[src/rtl/mio_ram16_bridge.sv]
// MIO handshake responder: serves 32-bit word and 16-bit halfword CPU accesses
// from a 16-bit synchronous RAM, splitting words into two little-endian beats.
`timescale 1ns/1ps
module mio_ram16_bridge #(
    parameter int RAM_AW  = 10,
    parameter int RAM_LAT = 1
) (
    input  logic              clk,
    input  logic              reset,
    input  logic              MemRead,
    input  logic              MemWrite,
    input  logic              Half_W,
    input  logic              Half_U,
    input  logic [31:0]       addr,
    input  logic [31:0]       Data_out,
    output logic [31:0]       Data_in,
    output logic              MIO_ready,
    output logic              bus_err,
    output logic [RAM_AW-1:0] ram_addr,
    output logic              ram_en,
    output logic              ram_we,
    output logic [15:0]       ram_din,
    input  logic [15:0]       ram_dout
);

    typedef enum logic [2:0] {
        IDLE, RD_LO, RD_LO_W, RD_HI, RD_HI_W, WR_LO, WR_HI, DONE
    } state_t;

    localparam logic [1:0] LAT_M1 = 2'(RAM_LAT - 1);

    state_t            state_q;
    logic              half_q;
    logic              uns_q;
    logic [RAM_AW-1:0] idx_q;
    logic [15:0]       wdata_hi_q;
    logic [15:0]       lo_q;
    logic [1:0]        cnt_q;

    logic [RAM_AW-1:0] idx_d;
    logic [RAM_AW-1:0] hi_idx;

    // Word accesses are forced to an even half index; addr[0] never matters.
    assign idx_d  = Half_W ? addr[RAM_AW:1] : {addr[RAM_AW:2], 1'b0};
    assign hi_idx = {idx_q[RAM_AW-1:1], 1'b1};

    logic unused_addr_bits;
    assign unused_addr_bits = ^{addr[31:RAM_AW+1], addr[0]};

    always_ff @(posedge clk or posedge reset) begin
        if (reset) begin
            state_q    <= IDLE;
            Data_in    <= '0;
            MIO_ready  <= 1'b0;
            bus_err    <= 1'b0;
            ram_addr   <= '0;
            ram_en     <= 1'b0;
            ram_we     <= 1'b0;
            ram_din    <= '0;
            half_q     <= 1'b0;
            uns_q      <= 1'b0;
            idx_q      <= '0;
            wdata_hi_q <= '0;
            lo_q       <= '0;
            cnt_q      <= '0;
        end else begin
            MIO_ready <= 1'b0;
            bus_err   <= 1'b0;
            ram_en    <= 1'b0;
            ram_we    <= 1'b0;
            case (state_q)
                IDLE: begin
                    half_q     <= Half_W;
                    uns_q      <= Half_U;
                    idx_q      <= idx_d;
                    wdata_hi_q <= Data_out[31:16];
                    if (MemRead && MemWrite) begin
                        state_q   <= DONE;
                        MIO_ready <= 1'b1;
                        bus_err   <= 1'b1;
                    end else if (MemWrite) begin
                        state_q  <= WR_LO;
                        ram_en   <= 1'b1;
                        ram_we   <= 1'b1;
                        ram_addr <= idx_d;
                        ram_din  <= Data_out[15:0];
                    end else if (MemRead) begin
                        state_q  <= RD_LO;
                        ram_en   <= 1'b1;
                        ram_addr <= idx_d;
                    end
                end
                WR_LO: begin
                    if (half_q) begin
                        state_q   <= DONE;
                        MIO_ready <= 1'b1;
                    end else begin
                        state_q  <= WR_HI;
                        ram_en   <= 1'b1;
                        ram_we   <= 1'b1;
                        ram_addr <= hi_idx;
                        ram_din  <= wdata_hi_q;
                    end
                end
                WR_HI: begin
                    state_q   <= DONE;
                    MIO_ready <= 1'b1;
                end
                RD_LO: begin
                    state_q <= RD_LO_W;
                    cnt_q   <= LAT_M1;
                end
                RD_LO_W: begin
                    if (cnt_q != 2'd0) begin
                        cnt_q <= cnt_q - 2'd1;
                    end else if (half_q) begin
                        state_q   <= DONE;
                        MIO_ready <= 1'b1;
                        Data_in   <= {{16{~uns_q & ram_dout[15]}}, ram_dout};
                    end else begin
                        state_q  <= RD_HI;
                        lo_q     <= ram_dout;
                        ram_en   <= 1'b1;
                        ram_addr <= hi_idx;
                    end
                end
                RD_HI: begin
                    state_q <= RD_HI_W;
                    cnt_q   <= LAT_M1;
                end
                RD_HI_W: begin
                    if (cnt_q != 2'd0) begin
                        cnt_q <= cnt_q - 2'd1;
                    end else begin
                        state_q   <= DONE;
                        MIO_ready <= 1'b1;
                        Data_in   <= {ram_dout, lo_q};
                    end
                end
                DONE:    state_q <= IDLE;
                default: state_q <= IDLE;
            endcase
        end
    end

endmodule

[config.mk]
export PLATFORM = sky130hd
export DESIGN_NAME = mio_ram16_bridge
export DESIGN_NICKNAME = d
export VERILOG_FILES = /design/src/rtl/mio_ram16_bridge.sv
export SDC_FILE = /design/constraint.sdc
export NUM_CORES = 1
export LEC_CHECK = 0
export ABC_AREA = 1
export CORE_AREA = 3 3 90 92
export DETAILED_ROUTE_END_ITERATION = 8
export DIE_AREA = 0 0 93 95
export DONT_BUFFER_PORTS = 1
export PLACE_DENSITY = 0.83
export SYNTH_ARGS = -nofsm -noshare
export SYNTH_HDL_FRONTEND = slang
export SYNTH_SLANG_ARGS = --single-unit
[constraint.sdc]
create_clock -name clk -period 5.2 [get_ports clk]
set_input_delay 0.78 -clock clk [delete_from_list [all_inputs] [get_ports clk]]
set_output_delay 0.78 -clock clk [all_outputs]
set_load 0.02 [all_outputs]
==> impl_results.md, run 1 <==
* Status: finished, final reports clean
* Synth Area in Adders at 1.00%
* Max-cap violations at 0
* Comb power frac at 33.9%
* Period utilization at 61.7%
* Net Sw Frac at 46.6%
* Internal at 1.82 mW
* IO Count at 148
* # port buffers at 0
* Post-layout util at 71.1%
* CTS tree: built
* Cts hold-fix bufs at 0
* Core Region at 7290 sq um
* Crit-path cells: nor2_2 > nand2_1 > inv_2 > nand3_2 > nand2_2 > nand2_1 > nand2_1
* Fmax at 312 MHz
* YS warnings at 0
* Starting Density at 68.5%
* WP buf/inv at 1
* Die H at 95 um
* Fillers at 639
* Diodes inserted at 0
* Initial antenna violation count at 0
* Max-slew headroom at 21.8%
* Seq/Total Area, Yosys at 55.1%
* Clock group share of total power at 13.3%
* Post-CTS sizing at 0
* Top delay family on crit path: simple AND/OR/NAND/NOR gates
* Worst-Skew Late Latency at 0.36 ns
* Mapped cell area at 4990 sq um
* Global Route met2 Usage at 43.1%
* Post-CTS setup buffer count at 0
* P per Cell Area at 657 nW/um^2
* CP peak stage delay at 0.76 ns
* Largest net degree at the start of global routing at 74
* Avg Inst Size Synth at 7.73 sq um
* Slowest-stage cell, CP: inv_2
* Fin. max-slew vios at 0
* Busiest layer in global routing: met2
* Synth cell types at 20
* Root Buffer: clkbuf_8
* CTS buffer count at 9
* Crit path kind: register to register
* PnR worst setup slack at 1.99 ns
* DRC errors left at 0
* Worst hold path class: input pin to async pin
* CTS Buffer Depth at 2
* H-tree depth at 3
* Critical path endpoint category: register
* Most used cell along the critical path: nand2_1
* Clock Sinks at 110
* Clock edge transition at the registers on the reported setup and hold paths at 0.10 ns
* Nets at 721
* Max IR drop VDD at 0.000369 V
* Row Count at 31
* DR vias at 4010
* Global route total overflow at 0
* Clock Skew at 0.0168 ns
* Setup TNS at 0 ns
* Drt first-iter violations at 248
* Vias per inst at 5.46
* Flop pwr share at 52.8%
* Synth Register Bits at 110
* Tot Pwr at 3.40 mW
* Simple-gate share of the synthesized area at 32.7%
* RSZ-0062 raised after global routing: no
* Tmin final at 3.21 ns
* Syn nets at 736
* Vias in the first global route at 3879
* Worst setup SP type: register
* P_sw at 1.59 mW
* Final hold violation count at 0
* Die area at 8840 sq um
* Initial DRT Pass Iterations at 5
* GR met1 Demand/Resource at 31.4%
* Arrival time of the worst setup path at 3.50 ns
* WL/cell at 14.5 um
* Gr usage total at 25.3%
* Worst EP required at 5.49 ns
* Largest family of logic cells by synthesized area: simple AND/OR/NAND/NOR gates
* Leak at 2.84 nW
* Synth Area in Compound Gates at 5.89%
* Final Wtd Congestion at 0.946
* DP Wirelength at 7330 um
* Mux cell area share after synthesis at 0%
* Die span in x at 93 um
* Area Growth Syn to Fin at 3.78%
* Mapped Cells at 646
* Setup-failing EPs final at 0
* Share of cells above drive strength 1 at 5.03%
* Slew @ Worst Pin at 1.17 ns
* DRT antenna net count at 0
* First-pass GRT wire length at 17700 um
* Worst Setup Slack post-DPL at 2.00 ns
* Crit path max fanout at 34
* DRT Wirelength at 10600 um
* Global routing met3 resource utilization at 5.58%
* Xor/xnor cell area share of the yosys netlist at 0%
==> layout by cell type, fill, tap and decap left out, types with 5 or more instances in the layout <==
master and instances:
nand2_1 342, dfrtp_1 110, o21ai_0 52, nand3_1 47, inv_1 28, nor2_1 10, clkbuf_8 9, inv_2 5
==> worst register-to-register path: stages (launching register included) <==
cell     delay, ns
dfrtp_1       0.45
nor2_2        0.24
nand2_1       0.64
inv_2         0.77
nand3_2       0.46
nand2_2       0.41
nand2_1       0.11
nand2_1       0.07
==> layout make-up <==
class,instances,area [sq um],area share (%)
multi-input cells,472,1980,38.2
clock inverters,5,36.3,0.700
inverters,34,130,2.51
flip-flops and latches,110,2750,53.1
repair buffers,4,30.0,0.579
clock buffers,11,131,2.54
well taps,99,124,2.39
==> cell families (layout without fill, tap and decap cells) <==
group | after synthesis | count (layout)
flops | 110 | 110
buf+inv | 64 | 54
compound gates | 58 | 58
simple gates | 410 | 410
fa+ha+maj | 4 | 4
==> power groups by stage <==
stage               sequential, mW  clock, mW  combinational [mW]
floorplan                     1.73          0               0.964
global placement              1.80          0                1.10
detailed placement            1.81          0                1.16
CTS                           1.80      0.464                1.16
global route                  1.85      0.498                1.36
finish                        1.80      0.453                1.15
==> state kept, by name, indices dropped and copies added (netlist names) <==
| register | count |
|---|---|
| Data_in | 32 |
| MIO_ready | 1 |
| bus_err | 1 |
| cnt_q | 2 |
| half_q | 1 |
| idx_q | 9 |
| lo_q | 16 |
| ram_addr | 10 |
| ram_din | 16 |
| ram_en | 1 |
| ram_we | 1 |
| state_q | 3 |
| uns_q | 1 |
| wdata_hi_q | 16 |
==> path summary, 6_finish.rpt <==
check                          startpoint             end  slack (ns)  cells past startpoint
setup / recovery               state_q[0]     ram_din[10]        1.99                      7
hold / removal                      reset     Data_in[18]        0.46                      1
setup reg to reg               state_q[0]     ram_din[10]        1.99                      7
hold reg to reg            wdata_hi_q[13]  wdata_hi_q[13]        0.49                      2
max in group asynchronous           reset  wdata_hi_q[13]        3.71                      2
min in group clk           wdata_hi_q[13]  wdata_hi_q[13]        0.49                      2
==> through the flow <==
stage               hold slack, ns  instance area [sq um]  cells
global route                 0.505                   5180    735
finish                       0.464                   5180    735
global placement             0.462                   5010    719
detailed placement           0.466                   5010    719
floorplan                    0.449                   4990    646
CTS                          0.489                   5180    735
==> per-layer routing <==
layer | share of wire (%) | vias to the layer above
met1 | 41 | 1885
met3 | 7.0 | 12
met4 | 1.7 | 0
li1 | - | 1978
met5 | 0 | -
met2 | 50 | 135
==> synthesized netlist by cell type <==
| library cell | instances | share of area [%] |
|---|---|---|
| o21ai_0 | 52 | 5.2 |
| nand4_1 | 4 | 0.50 |
| nor2_1 | 10 | 0.75 |
| nor2_2 | 2 | 0.25 |
| buf_4 | 2 | 0.30 |
| o21ai_1 | 4 | 0.40 |
| buf_1 | 2 | 0.15 |
| inv_2 | 5 | 0.38 |
| ha_1 | 4 | 1.0 |
| nand2_2 | 3 | 0.38 |
| nand3_2 | 1 | 0.20 |
| nand3_1 | 47 | 4.7 |
| clkbuf_1 | 14 | 1.1 |
| inv_1 | 29 | 2.2 |
| nor2_4 | 1 | 0.23 |
| o21ai_2 | 1 | 0.18 |
| a21oi_1 | 1 | 0.10 |
| buf_2 | 12 | 1.2 |
| dfrtp_1 | 110 | 55 |
| nand2_1 | 342 | 26 |
Note: power is estimated with default switching activity, not from simulation.
==> run 2, diff against run 1 <==
CORE_AREA = 3 3 98 100   (was 3 3 90 92)
DIE_AREA = 0 0 101 103   (was 0 0 93 95)
PLACE_DENSITY = 0.74   (was 0.83)
clock period = 2.9 ns   (was 5.2 ns; I/O delays follow)
==> run 2 against run 1 <==
  * Combinational power up 83%
  * Largest power group unchanged
  * Sequential share of layout area down 1.8 points
  * Critical endpoint is now ram_addr[2]
  * Non-clock buffer count up 8
==> impl_results.md, run 2 (synthesized netlist as in run 1, its figures left out) <==
* Status: finished, final reports clean
* Die span in x at 101 um (+8.6%)
* Setup-failing EPs final at 0 (unchanged)
* Nets at 729 (+1.1%)
* Final instance area at 5370 sq um (+3.5%)
* Slew @ Worst Pin at 0.722 ns (-0.450 ns)
* Gr usage total at 22.4% (-2.9 points)
* Most common cell after layout, fill and taps aside: nand2_1
* WL/cell at 14.8 um (+2.4%)
* Worst EP required at 3.16 ns (-2.33 ns)
* Initial antenna violation count at 0 (unchanged)
* Worst-Skew Late Latency at 0.37 ns (about the same)
* Period utilization at 74.7% (+13 points)
* Largest net degree at the start of global routing at 42 (-43%)
* DRC errors left at 0 (unchanged)
* Crit path kind: register to register
* Core Region at 8760 sq um (+20%)
* DRT Wirelength at 11100 um (+4.8%)
* CTS tree: built
* Vias per inst at 5.38 (-1.4%)
* Crit path max fanout at 14 (-59%)
* Fmax at 462 MHz (+48%)
* IO Count at 148 (unchanged)
* DR vias at 4044 (+0.85%)
* DRT antenna net count at 0 (unchanged)
* Tmin final at 2.17 ns (-1.04 ns)
* Max-cap violations at 0 (unchanged)
* # port buffers at 0 (unchanged)
* Clock edge transition at the registers on the reported setup and hold paths at 0.10 ns (about the same)
* Post-detailed-placement cell area at 5100 sq um (+1.7%)
* Root Buffer: clkbuf_8
* CP peak stage delay at 0.48 ns (-0.28 ns)
* RSZ-0062 raised after global routing: no
* Area Growth Syn to Fin at 7.47%
* P per Cell Area at 1210 nW/um^2 (+85%)
* Most used cell along the critical path: nand2_1
* DP Wirelength at 7820 um (+6.7%)
* Max-slew headroom at 51.8% (+30 points)
* Drt first-iter violations at 155 (-38%)
* CTS Buffer Depth at 2 (unchanged)
* Final hold violation count at 0 (unchanged)
* Arrival time of the worst setup path at 2.43 ns (-1.07 ns)
* Worst hold path class: input pin to async pin
* Final Wtd Congestion at 0.948 (+0.21%)
* Global route total overflow at 0 (unchanged)
* Clock Sinks at 110 (unchanged)
* Post-CTS setup buffer count at 0 (unchanged)
* Cts hold-fix bufs at 0 (unchanged)
* Leak at 2.93 nW (+3.0%)
* Fin. max-slew vios at 0 (unchanged)
* Critical path endpoint category: register
* Clock Skew at 0.0197 ns (+0.00296 ns)
* Max IR drop VDD at 0.000571 V (+55%)
* Worst setup SP type: register
* Vias in the first global route at 3945 (+1.7%)
* Post-CTS sizing at 0 (unchanged)
* Setup TNS at 0 ns (unchanged)
* Initial DRT Pass Iterations at 5 (unchanged)
* Starting Density at 57.0% (-11 points)
* Most frequent cells in the layout: 342 x nand2_1, 110 x dfrtp_1, 52 x o21ai_0
* Slowest-stage cell, CP: dfrtp_1
* Largest register FFs at 32 (unchanged)
* Crit-path cells: inv_2 > nand3_1 > buf_4 > nand2_1 > nand2_1 > nand3_1 > nand2_1 > nand2_1
* Largest Register: Data_in
* Tot Pwr at 6.52 mW (+92%)
* Die H at 103 um (+8.4%)
* Diodes inserted at 0 (unchanged)
* Row Count at 34 (+9.7%)
* First-pass GRT wire length at 18600 um (+4.9%)
* CTS buffer count at 9 (unchanged)
* Share of cells above drive strength 1 at 6.52% (+1.5 points)
* Die area at 10400 sq um (+18%)
* H-tree depth at 3 (unchanged)
==> run 2: changes by cell type in the layout (fill, tap and decap cells not counted), sizes merged <==
cell	previous run	this run
buf	4	12
bufinv	0	4
clkinv	5	1
clkbuf	11	9
clkinvlp	0	1
inv	34	35
==> run 2: area by class of cell <==
| type | instances | area, sq um |
|---|---|---|
| Clock inverter | 7 | 143 |
| Fill cell | 786 | 3400 |
| Clock buffer | 9 | 124 |
| Inverter | 34 | 131 |
| Tap cell | 108 | 135 |
| Timing Repair Buffer | 12 | 103 |
| Sequential cell | 110 | 2750 |
| Multi-Input combinational cell | 472 | 1980 |
==> run 2: path summary, 6_finish.rpt <==
kind | startpoint | endpoint | slack (ns) | depth (start not counted)
setup / recovery | state_q[2] | ram_addr[2] | 0.73 | 8
hold / removal | reset | ram_we | 0.04 | 1
setup reg to reg | state_q[2] | ram_addr[2] | 0.73 | 8
hold reg to reg | wdata_hi_q[4] | wdata_hi_q[4] | 0.49 | 2
max in group asynchronous | reset | wdata_hi_q[11] | 2.02 | 2
min in group clk | addr[3] | idx_q[2] | 0.18 | 2
==> run 2: metal layers <==
layer	vias to the layer above	GRT usage, %	share of wire, %
li1	1996	-	-
met1	1894	28.0	41
met2	138	38.5	49
met3	16	4.87	7.5
met4	0	8.18	1.7
met5	-	0	0
==> run 2: critical path, delay by kind of cell (launching register included) <==
family	cells	cell delay [ns]
buffers and inverters	2	0.32
DFF	1	0.48
and+or+nand+nor	6	1.27
==> run 2: report_power, final <==
group	internal, mW	switching [mW]	leakage, nW
clock	0.666	0.514	0.134
combinational	0.713	1.40	1.43
sequential	2.27	0.964	1.37
==> run 2: per-stage QoR <==
stage          cells  hold slack, ns  util (%)  worst slack [ns]
2_1_floorplan    646           0.449         -              1.14
3_5_place_dp     736           0.462      58.2             0.789
5_1_grt          752          0.0800      61.2             0.531
4_1_cts          752          0.0589      61.2             0.769
6_report         752          0.0398      61.2             0.734
3_3_place_gp     736           0.451      58.2             0.855
==> run 3, diff against run 2 <==
clock period = 1.9 ns   (was 2.9 ns; I/O delays follow)
==> run 3 against run 2 <==
  * Highest routed layer unchanged
  * Register-to-register slack got worse by 0.59 ns
  * Critical path type unchanged
  * Sequential share of layout area fell by 0.084 points
  * Global-route usage rose by 0.14 points
  * Critical endpoint unchanged
  * Clock skew fell by 0.0043 ns
  * Flip-flop and latch count did not move
  * Core utilization rose by 0.10 points
  * Routed wire length rose by 2.5%
==> impl_results.md, run 3 (synthesized netlist as in run 1, its figures left out) <==
* Status: finished, final reports clean
* DP Wirelength at 7830 um (about the same)
* Top delay family on crit path: simple AND/OR/NAND/NOR gates
* Vias per inst at 5.33 (-0.90%)
* Core Region at 8760 sq um (unchanged)
* CTS tree: built
* Post-detailed-placement cell area at 5170 sq um (+1.5%)
* R2r setup slk at 0.14 ns (-0.59 ns)
* Critical Path Sink: ram_addr[2]
* Global route total overflow at 0 (unchanged)
* Worst-Skew Late Latency at 0.37 ns (about the same)
* Drt first-iter violations at 211 (+36%)
* Most used cell along the critical path: nand2_1
* Fmax at 569 MHz (+23%)
* Slew @ Worst Pin at 0.588 ns (-0.134 ns)
* Fin. max-slew vios at 0 (unchanged)
* Share of cells above drive strength 1 at 7.37% (+0.85 points)
* Clock edge transition at the registers on the reported setup and hold paths at 0.11 ns (about the same)
* Worst Setup Slack post-DPL at 0.0934 ns (-0.696 ns)
* Die H at 103 um (unchanged)
* WP buf/inv at 2 (unchanged)
* Tot Pwr at 9.63 mW (+48%)
* Clock Skew at 0.0154 ns (-0.00433 ns)
* WL/cell at 15.0 um (+1.6%)
* Worst Reg-to-Reg Cells at 8 (unchanged)
* Fin cells at 759 (+0.93%)
* Initial antenna violation count at 0 (unchanged)
* Root Buffer: clkbuf_8
* Seq. cell area at 2750 sq um (unchanged)
* Post-CTS setup buffer count at 0 (unchanged)
* Multi-input logic area at 1990 sq um (+0.38%)
* IO Count at 148 (unchanged)
* Worst EP required at 2.20 ns (-0.96 ns)
* Period utilization at 92.5% (+18 points)
* CTS Buffer Depth at 2 (unchanged)
* Max-cap violations at 0 (unchanged)
* Worst setup SP type: register
* Largest net degree at the start of global routing at 111 (+160%)
* PnR worst setup slack at 0.142 ns (-0.592 ns)
* Final Wtd Congestion at 0.951 (+0.31%)
* Clock Sinks at 110 (unchanged)
* Initial DRT Pass Iterations at 5 (unchanged)
* Crit path max fanout at 18 (+4)
* Crit path kind: register to register
* Largest Register: Data_in
* Setup-failing EPs final at 0 (unchanged)
* Most frequent cells in the layout: 341 x nand2_1, 110 x dfrtp_1, 52 x o21ai_0
* First-pass GRT wire length at 18600 um (unchanged)
* Final instance area at 5380 sq um (+0.16%)
* H-tree depth at 3 (unchanged)
* Crit-path cells: nor2_2 > nand2_1 > inv_2 > buf_4 > nor2_1 > nor2_4 > nand3_1 > nand2_1
* Nets at 736 (+0.96%)
* Slowest-stage cell, CP: dfrtp_1
* Worst hold path class: input pin to register
* Row Count at 34 (unchanged)
* Max-slew headroom at 60.8% (+9.0 points)
* DRT Wirelength at 11400 um (+2.5%)
* Final hold violation count at 0 (unchanged)
* FF-to-FF Start: state_q[0]
* Gr usage total at 22.5% (+0.14 points)
* Max IR drop VDD at 0.000783 V (+37%)
* Die area at 10400 sq um (unchanged)
* Most common cell after layout, fill and taps aside: nand2_1
* Setup crit start: state_q[0]
* DR vias at 4045 (+0.025%)
* DRC errors left at 0 (unchanged)
* Vias in the first global route at 4030 (+2.2%)
* Starting Density at 57.0% (unchanged)
* Arrival time of the worst setup path at 2.06 ns (-0.37 ns)
* Tmin final at 1.76 ns (-0.408 ns)
* Fillers at 826 (+5.1%)
* CP peak stage delay at 0.46 ns (-0.02 ns)
* DRT antenna net count at 0 (unchanged)
* CTS buffer count at 9 (unchanged)
* CP Depth at 8 (unchanged)
* Post-placement cell count at 741 (+0.68%)
* Diodes inserted at 0 (unchanged)
* Leak at 2.92 nW (-0.31%)
* Critical path endpoint category: register
* Area Growth Syn to Fin at 7.64%
* FF-to-FF End: ram_addr[2]
* Die span in x at 101 um (unchanged)
* Setup TNS at 0 ns (unchanged)
* P per Cell Area at 1790 nW/um^2 (+47%)
* Largest register FFs at 32 (unchanged)
* # port buffers at 0 (unchanged)
==> run 3: per-layer routing <==
layer | vias to the layer above | global-route usage, % | routed length, um
met5 | - | 0 | 0
met4 | 0 | 8.79 | 221
met3 | 23 | 4.94 | 855
met2 | 140 | 39.6 | 5750
met1 | 1879 | 27.2 | 4590
li1 | 2003 | - | -
==> run 3: power breakdown <==
| group | total, mW | internal, mW | switching, mW | leakage, nW |
|---|---|---|---|---|
| registers | 4.93 | 3.46 | 1.47 | 1.37 |
| logic | 3.42 | 1.23 | 2.19 | 1.47 |
| clock network | 1.29 | 0.485 | 0.802 | 0.0793 |
| total | 9.63 | 5.17 | 4.46 | 2.92 |
==> run 3: what timing repair did <==
item	in CTS	in global routing
hold endpoints to repair	110	1
gates resized for setup	0	2
hold buffers	1	1
setup endpoints to repair	0	25
==> run 3: final cells by class <==
class	instances	area share, %
clock buffers	10	2.37
clock inverters	6	0.838
inverters	34	2.44
multi-input cells	472	36.9
flip-flops and latches	110	51.2
well taps	108	2.51
repair buffers	19	3.68
==> run 3: worst min path at each step <==
stage | slack (ns) | start | to | cells past startpoint
final | 0.01 | addr[4] | idx_q[3] | 2
after global routing | 0.006 | addr[4] | idx_q[3] | 2
after CTS | 0.0004 | Data_out[17] | wdata_hi_q[1] | 2
after detailed placement | 0.38 | reset | ram_din[0] | 2
after global placement | 0.37 | reset | ram_din[6] | 2
after floorplan | 0.39 | addr[2] | idx_q[1] | 2
==> run 3: worst reg2reg max path: cells and delay by family (launching register included) <==
kind                   cells  cell delay, ns
buffers and inverters      2            0.33
AND/OR/NAND/NOR            6            0.92
flip-flops                 1            0.46
==> run 3: metrics by stage <==
step / hold slack (ns) / utilization, %
finish: 0.0107 / 61.3
global route: 0.00634 / 61.3
CTS: 0.000417 / 61.1
floorplan: 0.395 / -
detailed placement: 0.381 / 59.1
global placement: 0.370 / 59.1
